### src/rtl/game_round_ctrl_if.sv
// Score-counter link between the round sequencer (master) and the per-tile
// score counter (slave): BCD score in, count enable / flag clear / score clear out.
interface game_round_ctrl_if;
  logic [3:0] score_low;
  logic [3:0] score_high;
  logic       enable_cnt;
  logic       reset_flags;
  logic       score_resetN;

  modport master (
    input  score_low,
    input  score_high,
    output enable_cnt,
    output reset_flags,
    output score_resetN
  );

  modport slave (
    output score_low,
    output score_high,
    input  enable_cnt,
    input  reset_flags,
    input  score_resetN
  );
endinterface

### src/rtl/game_round_ctrl.sv
// Round/level sequencer for the GameStats score path: BCD countdown timer, level
// advance on cumulative score, win/lose status. GAME_ROUND_PAUSE_EN adds a pause input.
module game_round_ctrl #(
  parameter int unsigned CLK_HZ            = 31500000,
  parameter int unsigned ROUND_SECONDS     = 60,
  parameter int unsigned TARGET_PER_LEVEL  = 10,
  parameter int unsigned NUM_LEVELS        = 4,
  parameter int unsigned LEVEL_DONE_FRAMES = 60
) (
  input  logic                  clk,
  input  logic                  resetN,
  input  logic                  start_game,
  input  logic                  start_of_frame,
  input  logic                  player_dead,
`ifdef GAME_ROUND_PAUSE_EN
  input  logic                  pause,
`endif
  game_round_ctrl_if.master     sif,
  output logic [3:0]            timer_low,
  output logic [3:0]            timer_high,
  output logic [2:0]            level,
  output logic                  game_over,
  output logic                  win
);

  localparam logic [2:0] S_IDLE       = 3'd0;
  localparam logic [2:0] S_CLEAR      = 3'd1;
  localparam logic [2:0] S_PLAYING    = 3'd2;
  localparam logic [2:0] S_LEVEL_DONE = 3'd3;
  localparam logic [2:0] S_GAME_OVER  = 3'd4;
  localparam logic [2:0] S_WIN        = 3'd5;

  localparam int unsigned PW = (CLK_HZ > 1) ? $clog2(CLK_HZ) : 1;
  localparam int unsigned FW = $clog2(LEVEL_DONE_FRAMES + 1);

  localparam logic [3:0]    RS_LO    = 4'(ROUND_SECONDS % 10);
  localparam logic [3:0]    RS_HI    = 4'(ROUND_SECONDS / 10);
  localparam logic [PW-1:0] PRESC_TC = PW'(CLK_HZ - 1);
  localparam logic [FW-1:0] FRM_LAST = FW'(LEVEL_DONE_FRAMES - 1);

  logic [2:0]    state_q, state_d;
  logic          start_q;
  logic [PW-1:0] presc_q, presc_d;
  logic [3:0]    tlo_q, tlo_d;
  logic [3:0]    thi_q, thi_d;
  logic [2:0]    level_q, level_d;
  logic [FW-1:0] frm_q, frm_d;
  logic          seen_q, seen_d;
  logic          en_q, en_d;
  logic          flags_q, flags_d;
  logic          sclr_n_q, sclr_n_d;
  logic          over_q, over_d;
  logic          win_q, win_d;

  logic          paused;
  logic          start_rise;
  logic          tick;
  logic [6:0]    score_bin;
  logic [6:0]    target;

`ifdef GAME_ROUND_PAUSE_EN
  assign paused = pause;
`else
  assign paused = 1'b0;
`endif

  assign start_rise = start_game & ~start_q;
  assign score_bin  = 7'(sif.score_high) * 7'd10 + 7'(sif.score_low);
  assign target     = 7'(level_q) * 7'(TARGET_PER_LEVEL);
  assign tick       = (state_q == S_PLAYING) && !paused && (presc_q == PRESC_TC);

  always_comb begin
    state_d  = state_q;
    presc_d  = presc_q;
    tlo_d    = tlo_q;
    thi_d    = thi_q;
    level_d  = level_q;
    frm_d    = frm_q;
    seen_d   = seen_q;
    sclr_n_d = 1'b1;

    case (state_q)
      S_IDLE, S_GAME_OVER, S_WIN: begin
        if (start_rise) begin
          state_d  = S_CLEAR;
          level_d  = 3'd1;
          sclr_n_d = 1'b0;
          seen_d   = 1'b0;
        end
      end

      // The first frame pulse only arms the exit, guaranteeing one whole frame of clearing.
      S_CLEAR: begin
        if (start_of_frame) begin
          if (seen_q) begin
            state_d = S_PLAYING;
            tlo_d   = RS_LO;
            thi_d   = RS_HI;
            presc_d = '0;
          end else begin
            seen_d = 1'b1;
          end
        end
      end

      S_PLAYING: begin
        if (!paused) begin
          presc_d = tick ? '0 : presc_q + PW'(1);
          if (tick && {thi_q, tlo_q} != 8'h00) begin
            if (tlo_q == 4'd0) begin
              tlo_d = 4'd9;
              thi_d = thi_q - 4'd1;
            end else begin
              tlo_d = tlo_q - 4'd1;
            end
          end
          // Reaching the target outranks death and timeout in the same cycle.
          if (score_bin >= target) begin
            state_d = S_LEVEL_DONE;
            frm_d   = '0;
          end else if (player_dead) begin
            state_d = S_GAME_OVER;
          end else if (tick && {thi_q, tlo_q} == 8'h01) begin
            state_d = S_GAME_OVER;
          end
        end
      end

      S_LEVEL_DONE: begin
        if (start_of_frame) begin
          if (frm_q == FRM_LAST) begin
            if (level_q == 3'(NUM_LEVELS)) begin
              state_d = S_WIN;
            end else begin
              state_d = S_CLEAR;
              level_d = level_q + 3'd1;
              seen_d  = 1'b0;
            end
          end else begin
            frm_d = frm_q + FW'(1);
          end
        end
      end

      default: state_d = S_IDLE;
    endcase

    en_d    = (state_d == S_PLAYING) && !paused;
    flags_d = (state_d == S_CLEAR);
    over_d  = (state_d == S_GAME_OVER);
    win_d   = (state_d == S_WIN);
  end

  always_ff @(posedge clk or negedge resetN) begin
    if (!resetN) begin
      state_q  <= S_IDLE;
      start_q  <= 1'b0;
      presc_q  <= '0;
      tlo_q    <= RS_LO;
      thi_q    <= RS_HI;
      level_q  <= 3'd1;
      frm_q    <= '0;
      seen_q   <= 1'b0;
      en_q     <= 1'b0;
      flags_q  <= 1'b0;
      sclr_n_q <= 1'b1;
      over_q   <= 1'b0;
      win_q    <= 1'b0;
    end else begin
      state_q  <= state_d;
      start_q  <= start_game;
      presc_q  <= presc_d;
      tlo_q    <= tlo_d;
      thi_q    <= thi_d;
      level_q  <= level_d;
      frm_q    <= frm_d;
      seen_q   <= seen_d;
      en_q     <= en_d;
      flags_q  <= flags_d;
      sclr_n_q <= sclr_n_d;
      over_q   <= over_d;
      win_q    <= win_d;
    end
  end

  assign sif.enable_cnt   = en_q;
  assign sif.reset_flags  = flags_q;
  assign sif.score_resetN = sclr_n_q;
  assign timer_low        = tlo_q;
  assign timer_high       = thi_q;
  assign level            = level_q;
  assign game_over        = over_q;
  assign win              = win_q;

endmodule

### src/flat_wrapper.sv
// flat-port wrapper written by rule: the top's interface ports become plain ports
module game_round_ctrl_flat 
#(
  parameter int unsigned CLK_HZ            = 31500000,
  parameter int unsigned ROUND_SECONDS     = 60,
  parameter int unsigned TARGET_PER_LEVEL  = 10,
  parameter int unsigned NUM_LEVELS        = 4,
  parameter int unsigned LEVEL_DONE_FRAMES = 60
)
  (clk, resetN, start_game, start_of_frame, player_dead, timer_low, timer_high, level, game_over, win, sif_score_low, sif_score_high, sif_enable_cnt, sif_reset_flags, sif_score_resetN);
  game_round_ctrl_if sif_i ();
  input  logic clk;
  input  logic resetN;
  input  logic start_game;
  input  logic start_of_frame;
  input  logic player_dead;
  output logic [3:0] timer_low;
  output logic [3:0] timer_high;
  output logic [2:0] level;
  output logic game_over;
  output logic win;
  input wire logic [$bits(sif_i.score_low)-1:0] sif_score_low;
  input wire logic [$bits(sif_i.score_high)-1:0] sif_score_high;
  output wire logic [$bits(sif_i.enable_cnt)-1:0] sif_enable_cnt;
  output wire logic [$bits(sif_i.reset_flags)-1:0] sif_reset_flags;
  output wire logic [$bits(sif_i.score_resetN)-1:0] sif_score_resetN;
  assign sif_i.score_low = sif_score_low;
  assign sif_i.score_high = sif_score_high;
  assign sif_enable_cnt = sif_i.enable_cnt;
  assign sif_reset_flags = sif_i.reset_flags;
  assign sif_score_resetN = sif_i.score_resetN;
  game_round_ctrl #(.CLK_HZ(CLK_HZ), .ROUND_SECONDS(ROUND_SECONDS), .TARGET_PER_LEVEL(TARGET_PER_LEVEL), .NUM_LEVELS(NUM_LEVELS), .LEVEL_DONE_FRAMES(LEVEL_DONE_FRAMES)) u_core (.clk(clk), .resetN(resetN), .start_game(start_game), .start_of_frame(start_of_frame), .player_dead(player_dead), .sif(sif_i), .timer_low(timer_low), .timer_high(timer_high), .level(level), .game_over(game_over), .win(win));
endmodule
### config.mk
export PLATFORM = sky130hd
export DESIGN_NAME = game_round_ctrl_flat
export DESIGN_NICKNAME = d
export VERILOG_FILES = /design/src/rtl/game_round_ctrl_if.sv /design/src/rtl/game_round_ctrl.sv /design/src/flat_wrapper.sv
export SDC_FILE = /design/constraint.sdc
export NUM_CORES = 1
export LEC_CHECK = 0
export BUFFER_PORTS_ARGS = -buffer_cell sky130_fd_sc_hd__buf_4
export CAP_MARGIN = 20
export CORE_MARGIN = 10
export CORE_UTILIZATION = 55
export DETAILED_ROUTE_END_ITERATION = 10
export PLACE_DENSITY_LB_ADDON = 0.1
export SLEW_MARGIN = 40
export SYNTH_ARGS = -nofsm -noshare
export SYNTH_HDL_FRONTEND = slang
export SYNTH_SLANG_ARGS = --single-unit
### constraint.sdc
create_clock -name clk -period 4.2 [get_ports clk]
set_clock_uncertainty 0.05 [all_clocks]
set_input_delay 0.84 -clock clk [delete_from_list [all_inputs] [get_ports clk]]
set_output_delay 0.84 -clock clk [all_outputs]
set_load 0.1 [all_outputs]
==> impl_metrics.env <==
export IMPL_avgSynthCellArea_um2=9.24
export IMPL_post_route_util=0.643
export IMPL_remaining_drc_errors=0
export IMPL_met2RoutedLength_um=3580
export IMPL_numCtsBuffers=5
export IMPL_p_leak_nw=1.63
export IMPL_drive_gt1_frac=0.152
export IMPL_core_area_um2=5570
export IMPL_drv_cap=0
export IMPL_rows=27
export IMPL_period_needed_ps=3620
export IMPL_clk_latency_ps=320
export IMPL_ys_async_sr_fraction=1.00
export IMPL_antenna_found_initial=0
export IMPL_status="complete, no violations"
export IMPL_grt_max_degree=53
export IMPL_yosysWarnings=0
export IMPL_dieHeight_um=96.2
export IMPL_ant_nets=0
export IMPL_peakVddDrop_v=0.000353
export IMPL_finalSetupViolations=0
export IMPL_layout_common_cells="48 x dfrtp_1, 31 x buf_4, 29 x nand2_1"
export IMPL_fillers=476
export IMPL_ys_types=55
export IMPL_cp_data_arrival_time_ps=3790
export IMPL_synth_area_um2=3200
export IMPL_total_power_w=0.00199
export IMPL_drtPass1Iterations=4
export IMPL_post_cts_setup_buffers=0
export IMPL_timing_setup_tns_ps=0
export IMPL_timing_final_crit_share=0.862
export IMPL_yosysSeqAreaShare=0.409
export IMPL_initial_core_util=0.574
export IMPL_hold_viol=0
export IMPL_critPathRequiredTime_ps=4360
export IMPL_die_w_um=96.2
export IMPL_cts_sinks=52
export IMPL_hpwl_um=5200
export IMPL_ctsHtreeMaxLevel=2
export IMPL_clock_root_buffer="clkbuf_8"
export IMPL_crit_chain="buf_4 -> ha_1 -> ha_1 -> inv_1 -> fa_1 -> nor3b_1 -> xnor2_1 -> ha_1 -> and2_1 -> a221oi_1 -> a21oi_1 -> or2_2"
export IMPL_grt_total_usage=0.168
export IMPL_clock_fmax_mhz=276
export IMPL_via_per_inst=6.02
export IMPL_synthesis_nets=381
export IMPL_portBuffers=28
export IMPL_cts_tree="done"
export IMPL_routedWlPerCell_um=15.9
export IMPL_synthCells=346
export IMPL_die_area_um2=9260
export IMPL_fin_area_um2=3580
export IMPL_wl_met1_um=3110
export IMPL_final_common_cell="dfrtp_1"
export IMPL_reg2regPathDepth=9
export IMPL_ys_flop_type="dfrtp_1"
export IMPL_power_density_nw_per_um2=555
export IMPL_hp_class="flip-flop to flip-flop"
export IMPL_grt_pass1_wl_um=12600
export IMPL_placed_area_um2=3490
export IMPL_path_clk_slew_ps=110
export IMPL_r2r_slack_ps=1490
export IMPL_wl_met3_um=293
export IMPL_routed_top_layer="met4"
export IMPL_reg2reg_to="u_core.state_q[0]$_DFF_PN0_"
export IMPL_grt_overflow_total=0
export IMPL_grt_pass1_vias=2698
export IMPL_tightest_slew_ps=661
export IMPL_critical_path_max_fanout=9
export IMPL_fin_nets=409
export IMPL_crit_top_cell="ha_1"
export IMPL_ys_ff_latch=52
export IMPL_diodes=0
export IMPL_slowest_stage="fa_1"
export IMPL_gp_congestion=0.849
export IMPL_slowest_delay_ps=440
export IMPL_end_kind="flip-flop"
export IMPL_cts_hold_buf=0
export IMPL_ios=29
export IMPL_crit_type="primary input to flip-flop"
export IMPL_post_cts_resized=0
export IMPL_worstSetupStartpoint="sif_score_high[1]"
export IMPL_detail_route_iter0_violations=147
export IMPL_wirelength_um=7120
export IMPL_synth_edf_count=0
export IMPL_max_slew_margin_rel=0.559
export IMPL_syn_to_final_growth_pct=12.1
export IMPL_r2r_start="u_core.level[0]$_DFFE_PN1P_"
export IMPL_critPathCapture="u_core.state_q[0]$_DFF_PN0_"
export IMPL_clk_path_buf_depth=2
export IMPL_start_kind="primary input"
export IMPL_rsz0062_at_grt="false"
export IMPL_finalMaxSlewViolations=0
export IMPL_vias=2690
## how the worst min path moves through the flow
stage / slack, ps / depth (start not counted) / to / startpoint
6_report: 450 / 1 / u_core.presc_q[24]$_DFFE_PN0P_ / u_core.presc_q[24]$_DFFE_PN0P_
5_1_grt: 490 / 1 / u_core.presc_q[24]$_DFFE_PN0P_ / u_core.presc_q[24]$_DFFE_PN0P_
4_1_cts: 450 / 1 / u_core.presc_q[24]$_DFFE_PN0P_ / u_core.presc_q[24]$_DFFE_PN0P_
3_5_place_dp: 440 / 1 / u_core.presc_q[24]$_DFFE_PN0P_ / u_core.presc_q[24]$_DFFE_PN0P_
3_3_place_gp: 440 / 1 / u_core.presc_q[24]$_DFFE_PN0P_ / u_core.presc_q[24]$_DFFE_PN0P_
2_1_floorplan: 400 / 1 / u_core.presc_q[24]$_DFFE_PN0P_ / u_core.presc_q[24]$_DFFE_PN0P_
## cell families after synthesis
kind of cell             synth area share
adder cells (fa/ha/maj)            0.0908
AO/OA/AOI/OAI                       0.129
AND/OR/NAND/NOR                     0.268
multiplexers                       0.0133
flip-flops                          0.409
XOR/XNOR                           0.0521
buffers and inverters              0.0376
## critical path: cells and delay by family
kind / cells / cell delay, ps
adder cells (fa/ha/maj): 4 / 1180
AND/OR/NAND/NOR: 3 / 800
AO/OA/AOI/OAI: 2 / 640
buffers and inverters: 2 / 180
XOR/XNOR: 1 / 150
## metrics by stage
stage          hold slack, ps  instances  setup WS, ps
2_1_floorplan             403        346           610
3_3_place_gp              442        439           301
3_5_place_dp              436        439           252
4_1_cts                   451        447           589
5_1_grt                   489        447           419
6_report                  447        447           578
## where the power goes
part | leakage, nW | internal, W | switching, W | total, W
Sequential | 0.685 | 0.000603 | 0.000124 | 0.000727
Combinational | 0.893 | 0.000288 | 0.000671 | 0.000959
Clock | 0.0485 | 0.000120 | 0.000182 | 0.000302
Total | 1.63 | 0.00101 | 0.000977 | 0.00199
## sequential cells by signal (all words and copies together), names as in the netlist, 3 cells and up
signal,cells
u_core.level,3
u_core.presc_q,25
u_core.timer_low,4
u_core.state_q,3
u_core.timer_high,4
u_core.frm_q,6
## area by class of cell
type,instances,area [um2],share of cell area
clock buffer,5,68.8,0.0192
clock inverter,3,22.5,0.00629
inverter,22,82.6,0.0231
multi-input combinational,262,1780,0.497
sequential,52,1310,0.365
tap,72,90.1,0.0251
timing repair buffer,31,233,0.0650
## routing by layer
layer | global-route usage | up-vias
li1 | - | 1317
met1 | 0.201 | 1291
met2 | 0.286 | 68
met3 | 0.0358 | 14
met4 | 0.0676 | 0
met5 | 0 | -
## cells in the mapped netlist, types with 5 or more instances
library cell	n	area [um2]
xnor2_1	5	43.8
nor2_1	26	97.6
inv_1	22	82.6
clkbuf_1	10	37.5
a31oi_1	9	56.3
or4_1	5	37.5
a21o_1	5	37.5
dfrtp_1	48	1200
nand2b_1	8	50.1
and4_1	5	43.8
xor2_1	14	123
ha_1	20	250
nand4_1	13	81.3
nand3_1	14	70.1
nand2_1	29	109
a21oi_1	21	105
o21ai_0	11	55.1
nor3_1	12	60.1
(Power assumes the default switching activity.)
